### config.mk
export PLATFORM = sky130hd
export DESIGN_NAME = mem_bus_arbiter
export DESIGN_NICKNAME = d
export VERILOG_FILES = /design/src/rtl/mem_bus_pkg.sv /design/src/rtl/mem_id_fifo.sv /design/src/rtl/mem_bus_arbiter.sv
export SDC_FILE = /design/constraint.sdc
export NUM_CORES = 1
export LEC_CHECK = 0
export ABC_CLOCK_PERIOD_IN_PS = 6200
export CORE_AREA = 2 2 126 128
export CTS_CLUSTER_DIAMETER = 200
export DETAILED_ROUTE_END_ITERATION = 8
export DIE_AREA = 0 0 128 130
export GPL_ROUTABILITY_DRIVEN = 0
export PLACE_DENSITY = 0.55
export SLEW_MARGIN = 0
export SYNTH_ARGS = -nofsm -noshare
export SYNTH_HDL_FRONTEND = slang
export SYNTH_HIERARCHICAL = 1
export SYNTH_SLANG_ARGS = --single-unit
### constraint.sdc
create_clock -name clk -period 6.2 [get_ports clk]
set_input_delay 1.86 -clock clk [delete_from_list [all_inputs] [get_ports clk]]
set_output_delay 1.86 -clock clk [all_outputs]
set_load 0.005 [all_outputs]
### src/rtl/mem_bus_pkg.sv
// Shared memory-bus definitions: master IDs, field widths and the command bundle.
// Used by the arbiter, the SoC top and the DMA block.
package mem_bus_pkg;
    localparam int ADDR_W = 32;
    localparam int DATA_W = 32;
    localparam int BE_W   = 4;

    localparam logic MID_CPU = 1'b0;
    localparam logic MID_AUX = 1'b1;

    typedef struct packed {
        logic              wr;
        logic              instr;
        logic [ADDR_W-1:0] addr;
        logic [DATA_W-1:0] wdata;
        logic [BE_W-1:0]   be;
    } cmd_t;
endpackage

### src/rtl/mem_id_fifo.sv
// Small FIFO of master IDs. Registered push/pop, with the head readable combinationally.
// A push while full or a pop while empty is ignored.
module mem_id_fifo #(
    parameter int DEPTH = 4,
    parameter int WIDTH = 1
) (
    input  logic                   clk,
    input  logic                   reset,
    input  logic                   push,
    input  logic [WIDTH-1:0]       push_dat,
    input  logic                   pop,
    output logic [WIDTH-1:0]       pop_dat,
    output logic [$clog2(DEPTH):0] count,
    output logic                   full,
    output logic                   empty
);
    localparam int AW = $clog2(DEPTH);
    localparam int CW = AW + 1;

    logic [WIDTH-1:0] mem [DEPTH];
    logic [AW-1:0]    wr_ptr;
    logic [AW-1:0]    rd_ptr;
    logic             do_push;
    logic             do_pop;

    assign full    = (count == CW'(DEPTH));
    assign empty   = (count == '0);
    assign do_push = push & ~full;
    assign do_pop  = pop & ~empty;
    assign pop_dat = mem[rd_ptr];

    // DEPTH is a power of two, so the pointers wrap on natural overflow.
    always_ff @(posedge clk or posedge reset) begin
        if (reset) begin
            wr_ptr <= '0;
            rd_ptr <= '0;
            count  <= '0;
        end else begin
            if (do_push) wr_ptr <= wr_ptr + 1'b1;
            if (do_pop)  rd_ptr <= rd_ptr + 1'b1;
            if (do_push && !do_pop)      count <= count + 1'b1;
            else if (!do_push && do_pop) count <= count - 1'b1;
        end
    end

    always_ff @(posedge clk) begin
        if (do_push) mem[wr_ptr] <= push_dat;
    end
endmodule

### src/rtl/mem_bus_arbiter.sv
// Two-master round-robin arbiter that adds no cycles to the command path. Responses are routed in order through an ID FIFO.
// A stalled grant is locked until the slave accepts it. A full FIFO blocks reads only; writes still pass.
module mem_bus_arbiter
    import mem_bus_pkg::*;
#(
    parameter  int MAX_OUTSTANDING = 4,
    localparam int CNT_W           = $clog2(MAX_OUTSTANDING) + 1
) (
    input  logic              clk,
    input  logic              reset,
    input  logic              m0_cmd_valid,
    output logic              m0_cmd_ready,
    input  logic              m0_cmd_wr,
    input  logic              m0_cmd_instr,
    input  logic [ADDR_W-1:0] m0_cmd_addr,
    input  logic [DATA_W-1:0] m0_cmd_wdata,
    input  logic [BE_W-1:0]   m0_cmd_be,
    output logic              m0_rsp_ready,
    output logic [DATA_W-1:0] m0_rsp_rdata,
    input  logic              m1_cmd_valid,
    output logic              m1_cmd_ready,
    input  logic              m1_cmd_wr,
    input  logic              m1_cmd_instr,
    input  logic [ADDR_W-1:0] m1_cmd_addr,
    input  logic [DATA_W-1:0] m1_cmd_wdata,
    input  logic [BE_W-1:0]   m1_cmd_be,
    output logic              m1_rsp_ready,
    output logic [DATA_W-1:0] m1_rsp_rdata,
    output logic              s_cmd_valid,
    input  logic              s_cmd_ready,
    output logic              s_cmd_wr,
    output logic              s_cmd_instr,
    output logic [ADDR_W-1:0] s_cmd_addr,
    output logic [DATA_W-1:0] s_cmd_wdata,
    output logic [BE_W-1:0]   s_cmd_be,
    input  logic              s_rsp_ready,
    input  logic [DATA_W-1:0] s_rsp_rdata,
    output logic [CNT_W-1:0]  outstanding,
    output logic              rsp_orphan
);
    cmd_t m0_cmd, m1_cmd, s_cmd;
    logic elig0, elig1, grant, accept;
    logic last_grant, lock, lock_id;
    logic fifo_full, fifo_empty, rsp_pop;
    logic [0:0] head_id;

    assign m0_cmd = '{m0_cmd_wr, m0_cmd_instr, m0_cmd_addr, m0_cmd_wdata, m0_cmd_be};
    assign m1_cmd = '{m1_cmd_wr, m1_cmd_instr, m1_cmd_addr, m1_cmd_wdata, m1_cmd_be};

    assign elig0 = m0_cmd_valid & (m0_cmd_wr | ~fifo_full);
    assign elig1 = m1_cmd_valid & (m1_cmd_wr | ~fifo_full);

    always_comb begin
        grant = MID_CPU;
        if (lock)                grant = lock_id;
        else if (elig0 && elig1) grant = ~last_grant;
        else if (elig1)          grant = MID_AUX;
    end

    assign s_cmd       = grant ? m1_cmd : m0_cmd;
    assign s_cmd_wr    = s_cmd.wr;
    assign s_cmd_instr = s_cmd.instr;
    assign s_cmd_addr  = s_cmd.addr;
    assign s_cmd_wdata = s_cmd.wdata;
    assign s_cmd_be    = s_cmd.be;

    // Gating with reset keeps handshakes from firing while the state is held in reset.
    assign s_cmd_valid  = ~reset & (grant ? elig1 : elig0);
    assign accept       = s_cmd_valid & s_cmd_ready;
    assign m0_cmd_ready = ~reset & (grant == MID_CPU) & s_cmd_ready & elig0;
    assign m1_cmd_ready = ~reset & (grant == MID_AUX) & s_cmd_ready & elig1;

    assign rsp_pop      = ~reset & s_rsp_ready & ~fifo_empty;
    assign m0_rsp_ready = rsp_pop & (head_id == MID_CPU);
    assign m1_rsp_ready = rsp_pop & (head_id == MID_AUX);
    assign m0_rsp_rdata = s_rsp_rdata;
    assign m1_rsp_rdata = s_rsp_rdata;

    always_ff @(posedge clk or posedge reset) begin
        if (reset) begin
            last_grant <= MID_AUX;
            lock       <= 1'b0;
            lock_id    <= MID_CPU;
            rsp_orphan <= 1'b0;
        end else begin
            if (accept) begin
                last_grant <= grant;
                lock       <= 1'b0;
            end else if (s_cmd_valid) begin
                lock    <= 1'b1;
                lock_id <= grant;
            end else begin
                lock <= 1'b0;
            end
            if (s_rsp_ready && fifo_empty) rsp_orphan <= 1'b1;
        end
    end

    mem_id_fifo #(
        .DEPTH (MAX_OUTSTANDING),
        .WIDTH (1)
    ) u_id_fifo (
        .clk      (clk),
        .reset    (reset),
        .push     (accept & ~s_cmd.wr),
        .push_dat (grant),
        .pop      (rsp_pop),
        .pop_dat  (head_id),
        .count    (outstanding),
        .full     (fifo_full),
        .empty    (fifo_empty)
    );
endmodule

* After elaboration in Yosys (flattened, before gate mapping)
Memories as Yosys holds them, arrays and structs flattened.
Index checks and enable logic that the tools add are counted.
** Storage, ports and cells
- Register bits :: 11
- Bits of input ports :: 178
- Output and inout bits :: 143
- RAM bits :: 4
- Memories kept :: 1
- Logic and storage cells :: 60
** Memories
- u_id_fifo.mem :: words 4, width 1, rd ports 1, clocked after Yosys merged registers in 0, write ports 1, RTL line mem_id_fifo.sv:20 : logic [WIDTH-1:0] mem [DEPTH];
** Operators by class
- Bitwise operators :: 27
- Add/subtract/negate cells :: 4
- Reduce and logical (&&, ||, !) cells :: 9
- Mux-type cells :: 11
- Equality and inequality tests :: 1
** Operators by type and width (number)
- 70-bit two-way mux :: 1
- 1-bit AND :: 17
- 1-bit two-way mux :: 8
- 1-bit inverter :: 8
- 3-bit two-way mux :: 2
- 2-bit by 1-bit adder with 2-bit output (second input constant) :: 2
- 1-bit logical AND :: 4
- 3-bit by 1-bit adder with 3-bit output (second input constant) :: 1
- 3-bit == test (second input constant) :: 1
- 3-bit zero test :: 1
- 3-bit by 1-bit subtractor with 3-bit output (second input constant) :: 1
- 1-bit zero test :: 2
- 1-bit OR :: 2
- 2-bit AND reduction :: 1
- 2-bit nonzero test :: 1

* Depth between registers and ports, before layout
Gate-level depths: netlist of the first run.
- Depth in word-level cells :: 16
- Depth in mapped cells :: 14
- Gate-level depth less buffers :: 12

* Modules after synthesis
Netlist of the first run, hierarchy kept.
** By module, submodules not included
- mem_bus_arbiter :: times used 1, cells each 179, area an instance 1781.7 sq um, sequential area each 101.3 sq um
- mem_id_fifo :: times used 1, cells each 41, area an instance 585.6 sq um, sequential area each 295.3 sq um

* Worst setup path after synthesis of the first run
OpenSTA, ideal clock, no wires.
- Kind :: input to output
- Start point :: input m0_cmd_wr
- End point :: output s_cmd_addr[26]
- Data required time :: 4.340 ns
- Path slack :: 1.110 ns
- Stages :: 5
- Arrival time :: 3.230 ns
- Path through :: nand2b_1 and3_4 o31ai_4 buf_6 mux2_1
** On the way
- Longest elaborated chain between the ends :: 6
** Ends and longest elaborated chain
- from (decl) :: RTL line mem_bus_arbiter.sv:13 : input logic m0_cmd_wr,
- 1-bit OR :: RTL line mem_bus_arbiter.sv:50 : assign elig0 = m0_cmd_valid & (m0_cmd_wr | ~fifo_full);
- 1-bit AND :: RTL line mem_bus_arbiter.sv:50
- 1-bit logical AND :: RTL line mem_bus_arbiter.sv:56 : else if (elig0 && elig1) grant = ~last_grant;
- 1-bit two-way mux :: RTL line mem_bus_arbiter.sv:56
- 1-bit two-way mux :: RTL line mem_bus_arbiter.sv:55 : if (lock) grant = lock_id;
- named net grant :: RTL line mem_bus_arbiter.sv:42 : logic elig0, elig1, grant, accept;
- 70-bit two-way mux :: RTL line mem_bus_arbiter.sv:60 : assign s_cmd = grant ? m1_cmd : m0_cmd;
- to (decl) :: RTL line mem_bus_arbiter.sv:33 : output logic [ADDR_W-1:0] s_cmd_addr,
The timed path passes the listed nets, and every way through them passes these cells.

* Worst setup path in the final report of the first run
- Start point :: input m0_cmd_wr
- End point :: output s_cmd_wdata[18]
** On the way
- Longest elaborated chain between the ends :: 6
** Ends and longest elaborated chain
- 1-bit OR :: RTL line mem_bus_arbiter.sv:50
- 1-bit AND :: RTL line mem_bus_arbiter.sv:50
- 1-bit logical AND :: RTL line mem_bus_arbiter.sv:56
- 1-bit two-way mux :: RTL line mem_bus_arbiter.sv:56
- 1-bit two-way mux :: RTL line mem_bus_arbiter.sv:55
- 70-bit two-way mux :: RTL line mem_bus_arbiter.sv:60
- to (decl) :: RTL line mem_bus_arbiter.sv:34 : output logic [DATA_W-1:0] s_cmd_wdata,
No other way between the ends.

==> results of run 1 <==
==> state kept, by name, indices dropped and copies added (netlist names) <==
name and flops:
u_id_fifo/mem 4, u_id_fifo/count 3, u_id_fifo/rd_ptr 2, u_id_fifo/wr_ptr 2, last_grant 1, lock 1
lock_id 1, rsp_orphan 1
==> power by group <==
group | internal [mW] | switching, mW | total (mW)
Clock | 0.0860 | 0.0379 | 0.124
Combinational | 0.443 | 0.213 | 0.656
Sequential | 0.140 | 0.0431 | 0.183
==> kinds of logic after synthesis <==
logic type / share of synthesized area [%]
buffers and inverters: 24.89
muxes: 40.54
and+or+nand+nor: 9.039
DFF: 16.76
AOI/OAI and AO/OA: 3.066
xor gates and xnor gates: 2.220
adders and majority gates: 3.488
==> cell usage after synthesis, types with 4 or more instances <==
cell type	number	share of area, %
nand2_1	5	0.79
edfxtp_1	4	5.1
mux2_1	19	9.0
dfrtp_1	10	11
and2_2	4	1.3
mux2_2	22	10
buf_6	8	3.8
nor2_1	5	0.79
ha_1	5	2.6
inv_1	5	0.79
nand3_1	4	0.85
xnor2_1	4	1.5
mux2_4	31	20
buf_4	64	20
==> path summary, 6_finish.rpt <==
path	startpoint	end	slack, ns	cells after the start
max reg2reg	u_id_fifo/count[0]	u_id_fifo/count[2]	2.78	13
min	rsp_orphan	rsp_orphan	0.46	1
min in group asynchronous	reset	rsp_orphan	2.02	2
max	m0_cmd_wr	s_cmd_wdata[18]	0.16	7
max in group asynchronous	reset	u_id_fifo/rd_ptr[1]	3.92	2
min reg2reg	rsp_orphan	rsp_orphan	0.46	1
==> per-stage QoR <==
stage / hold slack [ns] / instance area (um2) / utilization [%]
2_1_floorplan: 0.4510 / 2367 / -
3_3_place_gp: 0.4478 / 4327 / 28.05
3_5_place_dp: 0.4526 / 4327 / 28.05
4_1_cts: 0.4713 / 4407 / 28.57
5_1_grt: 0.4826 / 4407 / 28.57
6_report: 0.4599 / 4412 / 28.60
==> cell type report <==
| cell class | count | area, um2 |
|---|---|---|
| Fill cell | 1593 | 11010 |
| Timing Repair Buffer | 227 | 2290 |
| Multi-Input combinational cell | 128 | 1381 |
| Sequential cell | 15 | 396.6 |
| Tap cell | 192 | 240.2 |
| Clock buffer | 3 | 75.07 |
| Inverter | 5 | 18.77 |
| Clock inverter | 1 | 5.005 |
| Antenna cell | 2 | 5.005 |
==> layer usage <==
metal  vias up  part of all wire (%)  track usage (%)
li1       1019                     -                -
met1       954                    39            11.16
met2       165                    47            17.14
met3         8                    14            5.945
met4         4                  0.40            1.099
met5         -                  0.33                0
==> worst max-delay path: cells and delay by family <==
kind | cells | cell delay (ns)
AOI/OAI and AO/OA | 1 | 0.28
muxes | 1 | 0.38
and+or+nand+nor | 2 | 0.45
buffers and inverters | 3 | 1.18
==> metrics.cfg, run 1 <==
[timing]
final.period_utilization_pct = 97.47
finalCriticalPeriod_ns = 6.043
finalMaxSlewViolations = 0
finalSetupTns_ns = 0
rsz0062_at_grt = no
finalHoldViolCount = 0
tightest_slew_ns = 0.4131
clock.fmax_mhz = 165.5
setup_ws_ns = 0.1567
setup_violations = 0
finClkSkew_ns = 0.002852
maxSlewHeadroom_pct = 72.40

[logic_synthesis]
synthArstFlopShare_pct = 73.33
synth_enable_flop_cells = 4
syn_avg_cell_area_um2 = 10.76
synth_ff_type = dfrtp_1
synth_warnings = 6
ys_seq_elements = 15
post_synth_num_cell_types = 36
yosysSeqAreaShare_pct = 16.75
syn_nets = 404
syn-cell-area_mm2 = 0.002367
syn_inst = 220

[place]
place_ws_ns = 0.1488
dp_hpwl_um = 8136
post-place-cells = 567
port_buffers = 224

[grt]
gr-total-overflow = 0
first_global_vias = 2205
grt_pass1_wl_um = 12880
grt_start_max_net_pins = 41
antenna_found_initial = 4
grt.total_usage_pct = 10.03

[power]
max-vdd-ir-drop_uv = 170.0
power.leakage_nw = 1.708
total_power_uw = 962.9
powerDensity_mw_per_mm2 = 218.3

[critical_path]
crit_top_cell = clkdlybuf4s50_1
worstPathRequired_ns = 4.34
max_stage_delay_ns = 0.47
path_max_fanout = 40
end_kind = primary output
crit_slowest_cell = clkdlybuf4s50_1
crit_type = in2out
cp.arrival_ns = 4.18
cp-start-kind = primary input
crit_chain = clkdlybuf4s50_1 > nand2b_1 > and3_4 > o31ai_4 > buf_12 > mux2_2 > clkdlybuf4s50_1

[clock_tree]
cts_buffers = 3
postCtsSetupBuffers = 0
cts_hold_buffers = 0
clk_path_buf_depth = 2
insertion_delay_ns = 0.24
cts_root_buf = clkbuf_16
clkSinkCount = 15
cts_resized = 0
cts_tree = built
htree_levels = 1
clkTransAtPathRegs_ns = 0.05

[layout]
nets = 564
area_growth_pct = 86.36
final_common_cell = clkdlybuf4s50_1
final_cells = 573
drive_above_1_share_pct = 18.47
mostFrequentLayoutCells = clkdlybuf4s50_1 (224), mux2_4 (31), mux2_2 (22)

[route]
vias = 2150
drcViolationCount = 0
wl_per_cell_um = 16.34
drtIter0Drc = 36
drtPass1Iterations = 4
ant_nets = 0
viasPerCell = 3.752
wl_um = 9365

[die]
die-area_mm2 = 0.01664
rows = 46
initial_utilization_pct = 15.35
core_mm2 = 0.01542
die_height_um = 130
die_x_um = 128
ios = 321

[status]
status = completed

[min_path]
hp-class = reg2reg

[flow_run]
drv_cap = 0

No activity file was read; power rests on OpenSTA's default activity.
==> inputs of run 2 (changes only) <==
--- a/config.mk
+++ b/config.mk
@@ -5,13 +5,13 @@
 export SDC_FILE = /design/constraint.sdc
 export NUM_CORES = 1
 export LEC_CHECK = 0
-export ABC_CLOCK_PERIOD_IN_PS = 6200
-export CORE_AREA = 2 2 126 128
+export ABC_CLOCK_PERIOD_IN_PS = 6400
+export CORE_AREA = 2 2 123 125
 export CTS_CLUSTER_DIAMETER = 200
 export DETAILED_ROUTE_END_ITERATION = 8
-export DIE_AREA = 0 0 128 130
+export DIE_AREA = 0 0 125 127
 export GPL_ROUTABILITY_DRIVEN = 0
-export PLACE_DENSITY = 0.55
+export PLACE_DENSITY = 0.57
 export SLEW_MARGIN = 0
 export SYNTH_ARGS = -nofsm -noshare
 export SYNTH_HDL_FRONTEND = slang
==> constraint.sdc (replaced) <==
create_clock -name clk -period 6.4 [get_ports clk]
set_input_delay 1.92 -clock clk [delete_from_list [all_inputs] [get_ports clk]]
set_output_delay 1.92 -clock clk [all_outputs]
set_load 0.005 [all_outputs]
==> run 2 against run 1 <==
Sequential share of layout area is essentially flat; clock skew grew 0.0012 ns; via count shrank 0.60%; die area shrank 4.6%; largest power group unchanged.
==> metrics.cfg, run 2 (same netlist as run 1, synthesis figures left out) <==
[layout]
drive_above_1_share_pct = 18.47
final_common_cell = clkdlybuf4s50_1
mostFrequentLayoutCells = clkdlybuf4s50_1 (224), mux2_4 (31), mux2_2 (22)
diodes = 0
fill_cells = 1481
regMostFlops = u_id_fifo/mem
largest_reg_flops = 4
nets = 564
area_growth_pct = 85.84
reg_top3 = u_id_fifo/mem: 4 flops, u_id_fifo/count: 3 flops
final_cells = 563

[critical_path]
cp-start-kind = primary input
rrSetupSlack_ns = 2.97
max_stage_delay_ns = 0.47
worst-path-buf-inv = 3
worstPathRequired_ns = 4.48
crit_chain = clkdlybuf4s50_1 > nand2b_1 > and3_4 > o31ai_4 > buf_12 > mux2_1 > clkdlybuf4s50_1
path_max_fanout = 46
crit_top_cell = clkdlybuf4s50_1
regToRegEndpoint = u_id_fifo/count[2]
end_kind = primary output
cp.arrival_ns = 4.27
path_delay_family = buffers and inverters
crit_type = in2out
crit_start = m0_cmd_wr
crit_slowest_cell = clkdlybuf4s50_1
reg2reg_from = u_id_fifo/count[0]
r2r_cells = 13

[min_path]
whs_endpoint = rsp_orphan
whs_path_depth = 1
hp-class = reg2reg
hp-start = rsp_orphan

[timing]
final.period_utilization_pct = 96.67
finClkSkew_ns = 0.004096
finalHoldViolCount = 0
rsz0062_at_grt = no
setup_violations = 0
finalSetupTns_ns = 0
clock.fmax_mhz = 161.6
maxSlewHeadroom_pct = 61.26
finalMaxSlewViolations = 0
finalCriticalPeriod_ns = 6.187
tightest_slew_ns = 0.5799

[die]
initial_utilization_pct = 16.41
die_x_um = 125
ios = 321
die-area_mm2 = 0.01588
die_height_um = 127
core_mm2 = 0.01442
rows = 44

[flow_run]
drv_cap = 0

[route]
drtIter0Drc = 28
viasPerCell = 3.796
vias = 2137
wl_um = 8606
ant_nets = 0
drtPass1Iterations = 3
drcViolationCount = 0
wl_per_cell_um = 15.29

[power]
powerDensity_mw_per_mm2 = 213.8
power.leakage_nw = 1.704
max-vdd-ir-drop_uv = 189.7

[clock_tree]
clkSinkCount = 15
clk_path_buf_depth = 2
cts_hold_buffers = 0
clkTransAtPathRegs_ns = 0.05
cts_buffers = 3
htree_levels = 1
insertion_delay_ns = 0.25
cts_root_buf = clkbuf_16
cts_resized = 0
postCtsSetupBuffers = 0
cts_tree = built

[grt]
grt_pass1_wl_um = 12890
grt.total_usage_pct = 10.04
gr-total-overflow = 0
grt_start_max_net_pins = 47
antenna_found_initial = 0
first_global_vias = 2201

[place]
post-place-cells = 559
dp_hpwl_um = 7301
port_buffers = 224

[status]
status = completed

-- run 2: cell types whose count changed in the layout (fill, tap and decap cells not counted) --
cell	delta
clkinv_2	-1
clkinvlp_4	+1
diode_2	-2
-- run 2: layer usage --
layer / GRT usage, % / part of all wire (%) / vias to the layer above
li1: - / - / 1016
met1: 13.24 / 43 / 973
met2: 15.60 / 47 / 142
met3: 4.271 / 10 / 6
met4: 1.634 / 0.65 / 0
met5: 0 / 0 / -
-- run 2: area by class of cell --
cell class                      count  area, um2  share of cell area (%)
Clock buffer                        3      75.07                   1.706
Clock inverter                      1      7.507                  0.1706
Timing Repair Buffer              227       2290                   52.05
Multi-Input combinational cell    128       1381                   31.40
Tap cell                          184      230.2                   5.233
Sequential cell                    15      396.6                   9.016
Inverter                            5      18.77                  0.4266
-- run 2: metrics by stage --
step	utilization, %	hold WS [ns]	area (um2)	worst slack (ns)	total power, mW
floorplan	-	0.4510	2367	1.190	0.5232
global placement	29.93	0.4522	4317	0.2218	0.8084
detailed placement	29.93	0.4587	4317	0.1966	0.8194
CTS	30.50	0.4714	4399	0.1954	0.9522
global route	30.50	0.4800	4399	0.1326	1.004
finish	30.50	0.4672	4399	0.2134	0.9404
-- run 2: worst max path at each step --
| stage | cells after the start | end |
|---|---|---|
| 3_3_place_gp | 7 | s_cmd_addr[27] |
| 2_1_floorplan | 5 | s_cmd_addr[26] |
| 6_report | 7 | s_cmd_addr[27] |
| 5_1_grt | 7 | s_cmd_addr[27] |
| 3_5_place_dp | 7 | s_cmd_addr[27] |
| 4_1_cts | 7 | s_cmd_addr[27] |
-- run 2: power breakdown --
part / switching, mW / total, mW / internal (mW)
registers: 0.0401 / 0.175 / 0.135
logic: 0.208 / 0.637 / 0.429
clock network: 0.0438 / 0.128 / 0.0844
==> inputs of run 3 (changes only) <==
--- a/config.mk
+++ b/config.mk
@@ -11,7 +11,7 @@
 export DETAILED_ROUTE_END_ITERATION = 8
 export DIE_AREA = 0 0 125 127
 export GPL_ROUTABILITY_DRIVEN = 0
-export PLACE_DENSITY = 0.57
+export PLACE_DENSITY = 0.66
 export SLEW_MARGIN = 0
 export SYNTH_ARGS = -nofsm -noshare
 export SYNTH_HDL_FRONTEND = slang
==> run 3 against run 2 <==
Wire length up 11%; sequential share of layout area hardly changed; die area did not move; critical path type unchanged; clock skew down 0.0011 ns; clock power decreased by 6%; clock-buffer cell count rose by 1; core utilization is essentially flat; critical endpoint is now s_cmd_be[1]; worst setup slack improved by 0.041 ns; register-to-register slack hardly changed.
==> metrics.cfg, run 3 (same netlist as run 1, synthesis figures left out) <==
[clock_tree]
cts_tree = built
cts_root_buf = clkbuf_16
clk_path_buf_depth = 2
cts_resized = 0
insertion_delay_ns = 0.24
clkSinkCount = 15
postCtsSetupBuffers = 0
htree_levels = 1
cts_hold_buffers = 0
clkTransAtPathRegs_ns = 0.04
cts_buffers = 3

[layout]
mostFrequentLayoutCells = clkdlybuf4s50_1 (224), mux2_4 (31), mux2_2 (22)
drive_above_1_share_pct = 18.21
regMostFlops = u_id_fifo/mem
diodes = 0
largest_reg_flops = 4
nets = 564
final_common_cell = clkdlybuf4s50_1
reg_top3 = u_id_fifo/mem: 4 flops, u_id_fifo/count: 3 flops
design_area_mm2 = 0.004395
area_growth_pct = 85.68

[die]
ios = 321
core_mm2 = 0.01442
initial_utilization_pct = 16.41
die-area_mm2 = 0.01588
die_height_um = 127
rows = 44
die_x_um = 125

[critical_path]
path_max_fanout = 42
path_delay_family = buffers and inverters
cp.arrival_ns = 4.23
max_stage_delay_ns = 0.45
end_kind = primary output
worst-path-buf-inv = 3
worstPathRequired_ns = 4.48
cp-start-kind = primary input
crit_slowest_cell = clkdlybuf4s50_1
crit_type = in2out
rrSetupSlack_ns = 2.97
crit_chain = clkdlybuf4s50_1 > nand2b_1 > and3_4 > o31ai_4 > buf_12 > mux2_2 > clkdlybuf4s50_1
crit_top_cell = clkdlybuf4s50_1

[grt]
grt_start_max_net_pins = 43
antenna_found_initial = 0
gr-total-overflow = 0
grt.total_usage_pct = 11.06
first_global_vias = 2305
grt_pass1_wl_um = 13730

[route]
drcViolationCount = 0
drtPass1Iterations = 4
drtIter0Drc = 45
wl_per_cell_um = 17.02
vias = 2199
ant_nets = 0
wl_um = 9583
viasPerCell = 3.906

[min_path]
hp-class = reg2reg

[flow_run]
drv_cap = 0

[timing]
rsz0062_at_grt = no
finClkSkew_ns = 0.002974
finalCriticalPeriod_ns = 6.145
clock.fmax_mhz = 162.7
finalMaxSlewViolations = 0
tightest_slew_ns = 0.4417
final.period_utilization_pct = 96.02
finalSetupTns_ns = 0
setup_violations = 0
finalHoldViolCount = 0
maxSlewHeadroom_pct = 69.79

[power]
powerDensity_mw_per_mm2 = 213.2
total_power_uw = 936.9
power.leakage_nw = 1.705
max-vdd-ir-drop_uv = 150.4

[place]
dp_hpwl_um = 8142
port_buffers = 224
dpl_cell_area_mm2 = 0.004317

[status]
status = completed

[run 3: stage by stage]
step           setup WS (ns)  std cells  hold slack, ns  util [%]
2_1_floorplan          1.190        220          0.4510         -
3_3_place_gp          0.2874        559          0.4635     29.93
3_5_place_dp          0.2490        559          0.4666     29.93
4_1_cts               0.2500        563          0.4803     30.47
5_1_grt               0.1404        563          0.5069     30.47
6_report              0.2547        563          0.4656     30.47
[run 3: area by class of cell]
class,count,area [um2]
Clock buffer,4,78.83
Fill cell,1461,10030
Inverter,5,18.77
Multi-Input combinational cell,128,1381
Sequential cell,15,396.6
Tap cell,184,230.2
Timing Repair Buffer,227,2290
[run 3: report_power, final]
part | internal [mW] | total, mW | switching [mW]
Sequential | 0.136 | 0.176 | 0.0406
Combinational | 0.429 | 0.640 | 0.211
Clock | 0.0842 | 0.120 | 0.0363
[run 3: routing by layer]
layer  share of wire [%]  wire [um]  global-route usage (%)
met5                   0          0                       0
met4                0.89         85                   1.830
met3                  11       1022                   4.271
met2                  48       4622                   19.34
met1                  40       3852                   13.10
[run 3: path summary, 6_finish.rpt]
check,cells past startpoint,start,end
max reg2reg,13,u_id_fifo/count[1],u_id_fifo/count[2]
min reg2reg,1,rsp_orphan,rsp_orphan
min,1,rsp_orphan,rsp_orphan
min in group asynchronous,2,reset,lock
max in group asynchronous,2,reset,u_id_fifo/rd_ptr[1]
max,7,m0_cmd_wr,s_cmd_be[1]
